[config.mk]
export PLATFORM = sky130hd
export DESIGN_NAME = serial_frame_rx
export DESIGN_NICKNAME = d
export VERILOG_FILES = /design/src/rtl/serial_frame_rx.sv
export SDC_FILE = /design/constraint.sdc
export NUM_CORES = 1
export LEC_CHECK = 0
export ABC_AREA = 1
export CAP_MARGIN = 0
export CORE_ASPECT_RATIO = 1.1
export CORE_UTILIZATION = 30
export DETAILED_ROUTE_END_ITERATION = 16
export PLACE_DENSITY_LB_ADDON = 0.05
export SKIP_CTS_REPAIR_TIMING = 1
export SLEW_MARGIN = 20
export SYNTH_ARGS = -nofsm -noshare
export SYNTH_HDL_FRONTEND = slang
export SYNTH_SLANG_ARGS = --single-unit
[constraint.sdc]
create_clock -name clk -period 2.3 [get_ports clk]
set_clock_uncertainty 0.2 [all_clocks]
set_input_delay 0.46 -clock clk [delete_from_list [all_inputs] [get_ports clk]]
set_output_delay 0.46 -clock clk [all_outputs]
set_load 0.01 [all_outputs]
[src/rtl/serial_frame_rx.sv]
// rtl/serial_frame_rx.sv - start/stop framed serial-in parallel-out receiver with valid/ack output
module serial_frame_rx #(
    parameter int WIDTH     = 4,
    parameter bit LSB_FIRST = 1'b1
) (
    input  logic             clk,
    input  logic             rst,
    input  logic             din,
    input  logic             ack,
    output logic [WIDTH-1:0] dout,
    output logic             valid,
    output logic             busy,
    output logic             frame_err,
    output logic             overrun
);

    // Counter has to hold WIDTH because it increments once more on the last data bit.
    localparam int CW = $clog2(WIDTH + 1);

    typedef enum logic [1:0] {
        IDLE = 2'd0,
        DATA = 2'd1,
        STOP = 2'd2
    } state_t;

    state_t           state;
    logic [CW-1:0]    cnt;
    logic [WIDTH-1:0] sreg;

    // busy comes straight from the registered state so it has no extra delay.
    assign busy = (state != IDLE);

    // Frame state machine, shift register, output word and status flags.
    always_ff @(posedge clk) begin
        if (rst) begin
            state     <= IDLE;
            cnt       <= '0;
            sreg      <= '0;
            dout      <= '0;
            valid     <= 1'b0;
            frame_err <= 1'b0;
            overrun   <= 1'b0;
        end else begin
            frame_err <= 1'b0;
            // The consumer's ack frees the holding word. A good stop on the same
            // edge can still reload it below.
            if (valid && ack) begin
                valid <= 1'b0;
            end
            case (state)
                IDLE: begin
                    if (!din) begin
                        state <= DATA;
                        cnt   <= '0;
                    end
                end
                DATA: begin
                    if (LSB_FIRST) begin
                        sreg <= {din, sreg[WIDTH-1:1]};
                    end else begin
                        sreg <= {sreg[WIDTH-2:0], din};
                    end
                    cnt <= cnt + 1'b1;
                    if (cnt == CW'(WIDTH - 1)) begin
                        state <= STOP;
                    end
                end
                STOP: begin
                    state <= IDLE;
                    if (din) begin
                        if (!valid || ack) begin
                            dout  <= sreg;
                            valid <= 1'b1;
                        end else begin
                            overrun <= 1'b1;
                        end
                    end else begin
                        frame_err <= 1'b1;
                    end
                end
                default: state <= IDLE;
            endcase
        end
    end

endmodule

After elaboration in Yosys (flattened, before gate mapping):

Cells that the tools add are included.
Widths: inputs -> output; s select.

* add/sub/neg operators: 1
* mux-type cells: 10
* reduce and logical (&&, ||, !) cells: 11
* bitwise gates (word level): 2
* eq/ne operators: 5

Operators by type and width (count)
* $pmux 3 s2: 1
* $reduce_and 3->1: 2
* $mux 1: 5
* $mux 2: 2
* $ne 2x2->1 const B: 2
* $pmux 2 s2: 1
* $reduce_and 2->1: 2
* $reduce_bool 2->1: 2
* $add 3x1->3 const B: 1
* $eq 3x2->1 const B: 1
* $mux 3: 1
* $eq 2x1->1 const B: 1
* $eq 2x2->1 const B: 1
* $logic_not 2->1: 1
* $not 1->1: 2
* $reduce_or 2->1: 1
* $logic_and 1x1->1: 1
* $logic_not 1->1: 1
* $logic_or 1x1->1: 1

* bits in registers: 16
* logic and storage cells: 36
* output and inout bits: 8

Depth between registers and ports, before layout:

* depth after elaboration: 5
* mapped depth: 6
* gate-level depth less buffers: 6

Worst setup path after synthesis:

Ideal clock, no wire load.

* kind: register to register
* start: register cnt[0]
* end: register cnt[2]
* buffers on the path: 0
* slack: 983 ps
* cell stages (with the launch flop): 5
* clock period less this slack: 1317 ps
* arrival: 1047 ps
* required time: 2030 ps
* cell sequence: dfxtp_1 ha_1 ha_1 or2_0 a21oi_1

* cells in the longest elaborated chain, start to end: 2

Ends and longest elaborated chain
* start, declared: line 27 `logic [CW-1:0] cnt;`
* start signal, assigned: line 63 `cnt <= cnt + 1'b1;`
* $add 3x1->3: line 63
* $pmux 3 s2: line 50 `case (state)`

No other way between the ends.
A chain may end at the register's enable or synchronous reset.

Worst setup path in the final report:

* start: register state[0]
* end: output busy

* cells in the longest elaborated chain, start to end: 1

Ends and longest elaborated chain
* start, declared: line 26 `state_t state;`
* start signal, assigned: line 36 `state <= IDLE;`
* start signal, assigned: line 53 `state <= DATA;`
* start signal, assigned: line 65 `state <= STOP;`
* $reduce_bool 2->1: line 31 `assign busy = (state != IDLE);`
* end, declared: line 12 `output logic busy,`

No other way between the ends.

==> results.tsv <==
metric	value	unit
wirelength	1080	um
grt_first_pass_wirelength	1980	um
gp_congestion	0.687	
grt-busiest-layer	met2	
synth_cells	80	
tns	0	ns
nets	100	
syn_to_final_growth	25.2	%
rows	17	
worstMarginPinSlew	0.333	ns
multi_input_area	264	um^2
crit_type	flop to output pin	
grt_max_degree	11	
diodes	0	
r2r_slack	0.91	ns
grtUsageMet3	3.30	%
dp_hpwl	838	um
rsz0062_at_grt	no	
status	finished clean	
worstSetupEndpointType	output pin	
synth.distinct_cells	19	
drt_iter0_drc	0	
ys_seq_area_share	50.8	%
cp-start-kind	flop	
startpoint	state[0]	
cp_max_fo	6	
cts_root_buf	clkbuf_4	
fin_cells	120	
seq_area	320	um^2
fillers	231	
slew_viol_final	0	
ir_drop	0.000302	V
critical_path.top_delay_family	buffers and inverters	
hold_path_class	flop to flop	
clkTransAtPathRegs	0.09	ns
netlist_area	631	um^2
drv_cap	0	
numPlacedInstances	117	
crit_buf_inv	2	
die-area	2290	um^2
cts_tree	yes	
vias	503	
clk_latency	0.28	ns
first_pass_iters	1	
slew_headroom	77.7	%
hold_start	sreg[0]	
htreeDepth	1	
ioPinCount	12	
leakage	0.315	nW
period_needed	2.12	ns
met1_usage	14.6	%
ant_nets	0	
wl_per_cell	9.01	um
final_util	39.5	%
synth_warnings	0	
layout-drive-gt1-share	9.78	%
gr-total-overflow	0	
port_buffers	11	
ys_ff_latch	16	
grt_usage	12.1	%
worstPathRequired	1.64	ns
fmax	472	MHz
cp_cell_sequence	inv_1 > nand2_1 > clkdlybuf4s50_1	
rr_startpoint	cnt[0]	
initial_core_util	31.5	%
hold_viol	0	
die_w	45.7	um
drc	0	
cp_slowest_cell	clkdlybuf4s50_1	
met2_usage	17.9	%
p_per_area	593	nW/um^2
die_h	50.1	um
clkSinkCount	16	
clockBufferDepth	2	
vias_per_cell	4.19	
cts_made_buffers	3	
grt_pass1_vias	471	
fin_crit_sh	92.2	%
final-setup-viol-count	0	
syn_nets	86	
core_area	2000	um^2
crit_arrival	1.46	ns
cpPeakStageDelay	0.52	ns
antenna_found_initial	0	
syn_area_per_cell	7.88	um^2
==> cells in the mapped netlist <==
master    count  area [um^2]
nand3_1       1         5.00
clkbuf_1      1         3.75
o21ai_0       4         20.0
dfxtp_1      16          320
nor2_1       15         56.3
inv_1         8         30.0
a21oi_1       8         40.0
nor2_2        1         6.26
nand3_2       1         10.0
nand2_1      11         41.3
nor4_1        1         6.26
ha_1          2         25.0
nand4_1       4         25.0
nand2_2       1         6.26
nor3_1        1         5.00
nand2_4       1         11.3
clkbuf_2      1         5.00
inv_2         2         7.51
or2_0         1         6.26
==> worst min-delay path, cell delays in order, from the launching register on <==
cell     delay [ns]
dfxtp_1        0.30
inv_1          0.06
a21oi_1        0.06
==> area by class of cell <==
cell class	instances	share of cell area, %
Sequential cell	16	40.6
Multi-Input combinational cell	52	33.4
Timing Repair Buffer	11	13.9
Tap cell	28	4.44
Inverter	10	4.75
Clock buffer	3	2.85
==> metrics by stage <==
stage	power (mW)	hold slack [ns]	instance area, um^2	worst slack (ns)
after detailed placement	0.336	0.250	767	0.427
after global routing	0.497	0.294	790	0.0247
after global placement	0.335	0.251	767	0.430
after floorplan	0.322	0.230	631	0.983
after CTS	0.482	0.268	790	0.165
final	0.468	0.262	790	0.180
==> state kept, by name (all words and copies together) (netlist names) <==
name / count
dout: 4
sreg: 4
cnt: 3
state: 2
frame_err: 1
overrun: 1
valid: 1
==> layer usage <==
| metal | vias up | wire [um] |
|---|---|---|
| li1 | 283 | - |
| met1 | 211 | 529 |
| met2 | 7 | 500 |
| met3 | 2 | 33 |
| met4 | 0 | 16 |
| met5 | - | 0 |
==> cells by family after synthesis <==
group	synth area share [%]
AND/OR/NAND/NOR	28.4
flip-flops	50.8
adder cells (fa/ha/maj)	3.97
buffers and inverters	7.34
AO/OA/AOI/OAI	9.52
==> where the power goes <==
group	internal (mW)	switching (mW)	total, mW
Clock	0.0606	0.0796	0.140
Sequential	0.285	0.00570	0.291
Combinational	0.0157	0.0217	0.0373
Total	0.362	0.107	0.468
==> cell usage in the layout, fill, tap and decap left out <==
| cell type | instances |
|---|---|
| dfxtp_1 | 16 |
| nor2_1 | 15 |
| nand2_1 | 11 |
| clkdlybuf4s50_1 | 11 |
| inv_1 | 8 |
| a21oi_1 | 8 |
| o21ai_0 | 4 |
| nand4_1 | 4 |
| clkbuf_4 | 3 |
| inv_2 | 2 |
| ha_1 | 2 |
| nand2_4 | 1 |
| nand3_2 | 1 |
| nor2_2 | 1 |
| nor4_1 | 1 |
| nor3_1 | 1 |
| or2_0 | 1 |
| nand2_2 | 1 |
| nand3_1 | 1 |
==> worst paths after layout <==
path | endpoint | cells past startpoint
worst min-delay path | sreg[0] | 2
worst max register to register | cnt[2] | 4
worst min register to register | sreg[0] | 2
worst max-delay path | busy | 3
(Power assumes the default switching activity.)
